File: src/rtl/sim_run_pkg.sv
// ---------------------------------------------------------------------------
// sim_run_pkg
// Shared definitions for the simulation run-control sequencer:
//   - run_state_e : FSM state encodings, also exported on run_state
//   - CNT_NEVER   : all-ones "never" marker for cycle-compare inputs
//                   (truncate to the counter width where used)
//   - SETTLE_CYC_DEF / LOAD_TMO_DEF : default timing parameters
//   - cnt_w_of()  : width of a counter that must hold 0..n-1
// ---------------------------------------------------------------------------
package sim_run_pkg;

   typedef enum logic [2:0] {
      ST_WAIT_RDY = 3'd0,
      ST_SETTLE   = 3'd1,
      ST_LOAD     = 3'd2,
      ST_RUN      = 3'd3,
      ST_DONE     = 3'd4
   } run_state_e;

   // Wide enough for any sensible CNT_W; all-ones survives truncation.
   localparam logic [63:0] CNT_NEVER = '1;

   localparam int unsigned SETTLE_CYC_DEF = 4;
   localparam int unsigned LOAD_TMO_DEF   = 1024;

   // Counter width for values 0..n-1, never less than one bit.
   function automatic int unsigned cnt_w_of(input int unsigned n);
      return (n > 1) ? $clog2(n) : 1;
   endfunction

endpackage

File: src/rtl/sim_run_ctl_if.sv
// ---------------------------------------------------------------------------
// sim_run_ctl_if
// IMEM preload handshake between the run controller and the IMEM loader.
//   load_req : level, held by the controller while the preload is wanted
//   load_ack : one-cycle pulse from the loader when the preload is complete
// Modports:
//   master : run controller side (drives load_req)
//   slave  : loader side (drives load_ack)
// ---------------------------------------------------------------------------
interface sim_run_ctl_if;

   logic load_req;
   logic load_ack;

   modport master (
      output load_req,
      input  load_ack
   );

   modport slave (
      input  load_req,
      output load_ack
   );

endinterface

File: src/rtl/sim_dump_win.sv
// ---------------------------------------------------------------------------
// sim_dump_win
// Waveform dump window: opens when the cycle counter hits the start cycle,
// closes when it hits the stop cycle, and can be forced closed.
// Ports:
//   clock, reset        : clock and synchronous active-high reset
//   cycle_count_i       : current cycle number
//   cfg_startdump_i     : cycle at which the window opens (all-ones = never)
//   cfg_stopdump_i      : cycle at which the window closes (all-ones = never)
//   force_off_i         : close the window now and keep it closed
//   dump_on_o           : registered window state
//   dump_toggle_o       : registered one-cycle pulse on every dump_on_o change
// ---------------------------------------------------------------------------
module sim_dump_win
   import sim_run_pkg::*;
#(
   parameter int unsigned CNT_W = 32
) (
   input  logic             clock,
   input  logic             reset,
   input  logic [CNT_W-1:0] cycle_count_i,
   input  logic [CNT_W-1:0] cfg_startdump_i,
   input  logic [CNT_W-1:0] cfg_stopdump_i,
   input  logic             force_off_i,
   output logic             dump_on_o,
   output logic             dump_toggle_o
);

   localparam logic [CNT_W-1:0] NEVER = CNT_W'(CNT_NEVER);

   logic dump_q, dump_d;
   logic tog_q, tog_d;
   logic open_now, close_now;

   // A window whose start equals its stop is empty: it never opens, so no
   // pulse is ever produced for it.
   assign open_now  = !dump_q && !force_off_i
                      && (cycle_count_i == cfg_startdump_i)
                      && (cfg_startdump_i != NEVER)
                      && (cfg_startdump_i != cfg_stopdump_i);

   assign close_now = dump_q
                      && (force_off_i
                          || ((cycle_count_i == cfg_stopdump_i) && (cfg_stopdump_i != NEVER)));

   always_comb begin
      dump_d = dump_q;
      tog_d  = 1'b0;
      if (open_now) begin
         dump_d = 1'b1;
         tog_d  = 1'b1;
      end else if (close_now) begin
         dump_d = 1'b0;
         tog_d  = 1'b1;
      end
   end

   always_ff @(posedge clock) begin
      if (reset) begin
         dump_q <= 1'b0;
         tog_q  <= 1'b0;
      end else begin
         dump_q <= dump_d;
         tog_q  <= tog_d;
      end
   end

   assign dump_on_o     = dump_q;
   assign dump_toggle_o = tog_q;

endmodule

File: src/rtl/sim_run_ctl.sv
// ---------------------------------------------------------------------------
// sim_run_ctl
// Run-control sequencer for the simulation top level. Counts cycles from
// reset, waits for system_ready plus a settle delay, optionally runs the
// IMEM preload handshake, controls the dump window and raises a sticky
// finish at the programmed cycle limit.
// Ports:
//   clock, reset     : clock and synchronous active-high reset
//   system_ready     : level, high once reset sequencing is complete
//   cfg_load_imem    : static, 1 = perform the IMEM preload step
//   cfg_cyclelimit   : finish cycle (all-ones = never)
//   cfg_startdump    : dump-on cycle (all-ones = never)
//   cfg_stopdump     : dump-off cycle (all-ones = never)
//   ld               : preload handshake (load_req out, load_ack in)
//   cycle_count      : current cycle number, saturating, frozen once done
//   dump_on          : dump window open
//   dump_toggle      : one-cycle pulse on every dump_on change
//   finish           : sticky, simulation must end
//   load_err         : sticky, preload timed out
//   run_state        : FSM state encoding for monitors
// ---------------------------------------------------------------------------
module sim_run_ctl
   import sim_run_pkg::*;
#(
   parameter int unsigned CNT_W      = 32,
   parameter int unsigned SETTLE_CYC = SETTLE_CYC_DEF,
   parameter int unsigned LOAD_TMO   = LOAD_TMO_DEF
) (
   input  logic             clock,
   input  logic             reset,
   input  logic             system_ready,
   input  logic             cfg_load_imem,
   input  logic [CNT_W-1:0] cfg_cyclelimit,
   input  logic [CNT_W-1:0] cfg_startdump,
   input  logic [CNT_W-1:0] cfg_stopdump,
   sim_run_ctl_if.master    ld,
   output logic [CNT_W-1:0] cycle_count,
   output logic             dump_on,
   output logic             dump_toggle,
   output logic             finish,
   output logic             load_err,
   output logic [2:0]       run_state
);

   localparam logic [CNT_W-1:0] NEVER    = CNT_W'(CNT_NEVER);
   localparam int unsigned      SET_W    = cnt_w_of(SETTLE_CYC);
   localparam int unsigned      TMO_W    = cnt_w_of(LOAD_TMO);
   localparam logic [SET_W-1:0] SET_LAST = SET_W'(SETTLE_CYC - 1);
   localparam logic [TMO_W-1:0] TMO_LAST = TMO_W'(LOAD_TMO - 1);

   run_state_e       state_q, state_d;
   logic [CNT_W-1:0] cnt_q, cnt_d;
   logic [SET_W-1:0] set_q, set_d;
   logic [TMO_W-1:0] tmo_q, tmo_d;
   logic             load_req_q, load_req_d;
   logic             finish_q, finish_d;
   logic             load_err_q, load_err_d;
   logic             finish_hit;
   logic             force_off;

   assign finish_hit = (cnt_q == cfg_cyclelimit) && (cfg_cyclelimit != NEVER);

   always_comb begin
      state_d    = state_q;
      cnt_d      = cnt_q;
      set_d      = set_q;
      tmo_d      = tmo_q;
      load_req_d = load_req_q;
      finish_d   = finish_q;
      load_err_d = load_err_q;

      // The counter also holds on the finishing edge so it freezes at the
      // limit value rather than one past it.
      if ((state_q != ST_DONE) && !finish_hit && (cnt_q != NEVER)) begin
         cnt_d = cnt_q + CNT_W'(1);
      end

      if (state_q == ST_DONE) begin
         load_req_d = 1'b0;
      end else if (finish_hit) begin
         // Beats every other transition, including an ack this cycle.
         state_d    = ST_DONE;
         finish_d   = 1'b1;
         load_req_d = 1'b0;
      end else begin
         unique case (state_q)
            ST_WAIT_RDY: begin
               if (system_ready) begin
                  state_d = ST_SETTLE;
                  set_d   = '0;
               end
            end
            ST_SETTLE: begin
               if (!system_ready) begin
                  state_d = ST_WAIT_RDY;
               end else if (set_q == SET_LAST) begin
                  if (cfg_load_imem) begin
                     state_d    = ST_LOAD;
                     load_req_d = 1'b1;
                     tmo_d      = '0;
                  end else begin
                     state_d = ST_RUN;
                  end
               end else begin
                  set_d = set_q + SET_W'(1);
               end
            end
            ST_LOAD: begin
               if (!system_ready) begin
                  state_d    = ST_WAIT_RDY;
                  load_req_d = 1'b0;
               end else if (ld.load_ack) begin
                  state_d    = ST_RUN;
                  load_req_d = 1'b0;
               end else if (tmo_q == TMO_LAST) begin
                  state_d    = ST_RUN;
                  load_req_d = 1'b0;
                  load_err_d = 1'b1;
               end else begin
                  tmo_d = tmo_q + TMO_W'(1);
               end
            end
            ST_RUN: begin
               state_d = ST_RUN;
            end
            ST_DONE: begin
               state_d = ST_DONE;
            end
            default: begin
               state_d    = ST_WAIT_RDY;
               load_req_d = 1'b0;
            end
         endcase
      end
   end

   always_ff @(posedge clock) begin
      if (reset) begin
         state_q    <= ST_WAIT_RDY;
         cnt_q      <= '0;
         set_q      <= '0;
         tmo_q      <= '0;
         load_req_q <= 1'b0;
         finish_q   <= 1'b0;
         load_err_q <= 1'b0;
      end else begin
         state_q    <= state_d;
         cnt_q      <= cnt_d;
         set_q      <= set_d;
         tmo_q      <= tmo_d;
         load_req_q <= load_req_d;
         finish_q   <= finish_d;
         load_err_q <= load_err_d;
      end
   end

   // Close the window on the same edge that enters DONE, so the dump stops
   // together with finish.
   assign force_off = (state_d == ST_DONE);

   sim_dump_win #(
      .CNT_W (CNT_W)
   ) u_dump_win (
      .clock           (clock),
      .reset           (reset),
      .cycle_count_i   (cnt_q),
      .cfg_startdump_i (cfg_startdump),
      .cfg_stopdump_i  (cfg_stopdump),
      .force_off_i     (force_off),
      .dump_on_o       (dump_on),
      .dump_toggle_o   (dump_toggle)
   );

   assign ld.load_req = load_req_q;
   assign cycle_count = cnt_q;
   assign finish      = finish_q;
   assign load_err    = load_err_q;
   assign run_state   = state_q;

endmodule

File: src/flat_wrapper.sv
// flat-port wrapper written by rule: the top's interface ports become plain ports
module sim_run_ctl_flat import sim_run_pkg::*;
#(
   parameter int unsigned CNT_W      = 32,
   parameter int unsigned SETTLE_CYC = SETTLE_CYC_DEF,
   parameter int unsigned LOAD_TMO   = LOAD_TMO_DEF
)
  (clock, reset, system_ready, cfg_load_imem, cfg_cyclelimit, cfg_startdump, cfg_stopdump, cycle_count, dump_on, dump_toggle, finish, load_err, run_state, ld_load_req, ld_load_ack);
  sim_run_ctl_if ld_i ();
  input  logic clock;
  input  logic reset;
  input  logic system_ready;
  input  logic cfg_load_imem;
  input  logic [CNT_W-1:0] cfg_cyclelimit;
  input  logic [CNT_W-1:0] cfg_startdump;
  input  logic [CNT_W-1:0] cfg_stopdump;
  output logic [CNT_W-1:0] cycle_count;
  output logic dump_on;
  output logic dump_toggle;
  output logic finish;
  output logic load_err;
  output logic [2:0] run_state;
  output wire logic [$bits(ld_i.load_req)-1:0] ld_load_req;
  input wire logic [$bits(ld_i.load_ack)-1:0] ld_load_ack;
  assign ld_load_req = ld_i.load_req;
  assign ld_i.load_ack = ld_load_ack;
  sim_run_ctl #(.CNT_W(CNT_W), .SETTLE_CYC(SETTLE_CYC), .LOAD_TMO(LOAD_TMO)) u_core (.clock(clock), .reset(reset), .system_ready(system_ready), .cfg_load_imem(cfg_load_imem), .cfg_cyclelimit(cfg_cyclelimit), .cfg_startdump(cfg_startdump), .cfg_stopdump(cfg_stopdump), .ld(ld_i), .cycle_count(cycle_count), .dump_on(dump_on), .dump_toggle(dump_toggle), .finish(finish), .load_err(load_err), .run_state(run_state));
endmodule
File: config.mk
export PLATFORM = sky130hd
export DESIGN_NAME = sim_run_ctl_flat
export DESIGN_NICKNAME = d
export VERILOG_FILES = /design/src/rtl/sim_run_pkg.sv /design/src/rtl/sim_run_ctl_if.sv /design/src/rtl/sim_dump_win.sv /design/src/rtl/sim_run_ctl.sv /design/src/flat_wrapper.sv
export SDC_FILE = /design/constraint.sdc
export NUM_CORES = 1
export LEC_CHECK = 0
export BUFFER_PORTS_ARGS = -buffer_cell sky130_fd_sc_hd__buf_4
export CAP_MARGIN = 0
export CORE_MARGIN = 2
export CORE_UTILIZATION = 35
export CTS_BUF_LIST = sky130_fd_sc_hd__clkbuf_8 sky130_fd_sc_hd__clkbuf_16
export CTS_CLUSTER_DIAMETER = 80
export CTS_CLUSTER_SIZE = 24
export DETAILED_ROUTE_END_ITERATION = 10
export PLACE_DENSITY = 0.67
export SLEW_MARGIN = 20
export SYNTH_ARGS = -nofsm -noshare
export SYNTH_HDL_FRONTEND = slang
export SYNTH_SLANG_ARGS = --single-unit
File: constraint.sdc
create_clock -name clock -period 2.6 [get_ports clock]
set_clock_uncertainty 0.05 [all_clocks]
set_input_delay 0.65 -clock clock [delete_from_list [all_inputs] [get_ports clock]]
set_output_delay 0.65 -clock clock [all_outputs]
set_load 0.005 [all_outputs]
==> metrics <==
outcome=finished, final reports clean; Total Power=0.001916 W; Top-Level Pins=around 140; Die Height=119.2 um; share of cells above drive strength 1=32.01%; routed vias=5222; Core Util, Final=between 40 and 50%; DRT Pass-1 Iters=5; Slew HR=57.09%; fillers=around 1.3k; Slew @ Worst Pin=roughly 640 ps; FF+latch area=1041 um2; Synth Instances=around 570; Final Routed Wirelength=19550 um; most frequent CP cell=buf_4; clk_lat worst skew=300 ps; CTS tree=done; CTS Buf Count=5; Initial DRC Count=~490; most common cell in the netlist=xnor2_1; Seq/Total Area, Yosys=between 20% and 30%; Hold Crit Class=flop to flop; Layout Nets=831; Worst path slowest cell=o41ai_1; Resize count post-CTS=0; # placed instances=between 800 and 900; Max-Cap Viols=0; Post-DP HPWL=15920 um; Synth area leader=dfxtp_1; initial core utilization=between 30% and 40%; Placeable Area=13090 um2; Netlist cell types=50; top cells by area, synth=dfxtp_1, xnor2_1, nand4_1, xor2_1, nor4_1; Worst setup SP type=input pin; Worst Setup End Kind=flop; Synth warnings=0; WL per Instance=21.63 um; Via density=5.777; Fin Hold WS=432.1 ps; worst reg2reg endpoint=u_core.cycle_count[1]$_SDFFE_PP0P_; initial antenna violation count=0; delay of the slowest critical-path stage=370 ps; synthesis-stage register bit count=52; FF-to-FF path depth=7; vias in the first global route=~5.2k; # setup viols final=0; root buf cell=clkbuf_16; share of the synthesized area in the top cell type=22.43%; worst reg2reg startpoint=u_core.cycle_count[20]$_SDFFE_PP0P_; P&R area growth vs syn=34.89%; Residual DRC=0; Async S/R FF share, synth=0%; overall global routing resource usage=26.67%; syn_nets=675; crit path max fanout=47; hold_buf cts=0; GPL Wtd Cong=between 0.9 and 1; Final Critical Period=2397 ps; Post-Layout Cell Count=904; Post-synth EDFFs=0; cells along the critical path=buf_4 -> nand4_1 -> nor4_1 -> buf_4 -> nand2_1 -> and3_2 -> buf_12 -> or2_2 -> o41ai_1; Hold Crit Depth=2; unrepaired setup endpoints after global routing=false; Overflow after GRT=0; Power Density=306.1 nW/um2; crit path DAT=about 2500 ps; syn_area_per_cell=8.127 um2; final hold vios=0; synth cell count leaders=xnor2_1, nand4_1, dfxtp_1; Mapped Area=4641 um2; IO buf count=140; hold endpoint=u_core.load_err$_SDFFE_PP0P_; antenna-violating nets left=0; Multi-input gate area=3269 um2; top_reg_cell synth=dfxtp_1; # diodes=0; Worst Setup Path Type=input pin to flop; Worst Hold Launch=u_core.load_err$_SDFFE_PP0P_; r2r setup slk=210 ps; first-pass GRT wire length=between 20000 and 30000 um; Max Slew Vio Count=0; Top delay family on crit path=simple AND/OR/NAND/NOR gates; largest net degree at the start of global routing=48; total die area=~14000 um2; die width=119.2 um; CTS sink cnt=between 50 and 60; # rows=42; fin crit share=92.19%; Leakage=2.403 nW; worst path buffer plus inverter count=3; htree depth=2; Max rail drop VDD=0.3373 mV; Clk pin slew, worst setup/hold paths=around 70 ps; Max clock buf depth=2; Fmax=between 0.4 and 0.5 GHz; critical path required time=approximately 2700 ps; Post-CTS Setup Bufs=0
worst min-delay path, cell delays in order (launching register included):
cell	delay, ps
dfxtp_1	330
a31oi_1	40
nor2_1	70
metrics by stage:
| step | setup slack, ps | instance area, um2 | setup TNS (ps) |
|---|---|---|---|
| floorplan | 375.1 | 4641 | 0 |
| global placement | 23.86 | 6115 | 0 |
| detailed placement | -36.48 | 6115 | -90.90 |
| CTS | 207.8 | 6260 | 0 |
| global route | 39.95 | 6260 | 0 |
| finish | 202.9 | 6260 | 0 |
worst max-delay path by stage:
stage | cells after the start | to | from
2_1_floorplan | 7 | u_core.cycle_count[8]$_SDFFE_PP0P_ | cfg_cyclelimit[15]
3_3_place_gp | 9 | u_core.cycle_count[8]$_SDFFE_PP0P_ | cfg_cyclelimit[3]
3_5_place_dp | 9 | u_core.tmo_q[9]$_SDFFE_PP0P_ | cfg_cyclelimit[3]
4_1_cts | 9 | u_core.tmo_q[9]$_SDFFE_PP0P_ | cfg_cyclelimit[3]
5_1_grt | 6 | u_core.cycle_count[3]$_SDFFE_PP0P_ | u_core.cycle_count[11]$_SDFFE_PP0P_
6_report | 9 | u_core.tmo_q[9]$_SDFFE_PP0P_ | cfg_cyclelimit[3]
cell usage in the layout, fill, tap and decap left out, drive strengths merged, types with 3 or more instances in the layout:
cell,instances
nand4,61
ha,3
and2,3
nand3,21
a21oi,23
o311ai,9
and4,3
nor3,9
buf,204
nand2,23
nor4,27
a31oi,5
and3,14
o41ai,11
o31a,4
or4b,4
nor2b,15
o31ai,13
dfxtp,52
or4,8
xnor2,95
inv,5
nor2,30
o21a,4
or3,4
clkbuf,5
nand3b,5
xor2,33
o21ai,5
a2111oi,3
mux2,12
cell type report:
type / count / area share [%]
Multi-Input combinational cell: 460 / 52.23
Timing Repair Buffer: 204 / 25.06
Sequential cell: 52 / 16.63
Tap cell: 176 / 3.518
Clock buffer: 5 / 1.999
Clock inverter: 3 / 0.3198
Inverter: 4 / 0.2399
report_power, final:
| group | internal, W | total (W) | switching (W) |
|---|---|---|---|
| sequential | 0.000801 | 0.000808 | 0.00000636 |
| combinational | 0.000219 | 0.000445 | 0.000225 |
| clock | 0.000356 | 0.000664 | 0.000308 |
| total | 0.00138 | 0.00192 | 0.000540 |
flip-flops by register name, indices dropped and copies added, names as in the netlist:
signal	flops
u_core.ld.load_req	1
u_core.set_q	2
u_core.tmo_q	10
u_core.cycle_count	32
u_core.u_dump_win.dump_toggle_o	1
u_core.finish	1
u_core.u_dump_win.dump_on_o	1
u_core.load_err	1
u_core.run_state	3
layer usage:
metal	vias up	global-route usage (%)	part of all wire [%]
met1	2491	31.84	40
met4	0	13.02	4.9
met3	50	3.831	6.0
met2	252	46.66	49
li1	2429	-	-
met5	-	0	0
logic make-up after synthesis:
family	after synthesis	share of synthesized area, %
AO/OA/AOI/OAI	84	12.94
buffers and inverters	59	7.145
XOR/XNOR	128	24.16
flip-flops	52	22.43
AND/OR/NAND/NOR	233	29.60
adder cells (fa/ha/maj)	3	0.8089
multiplexers	12	2.912
Power figures use the tool's default switching activity.
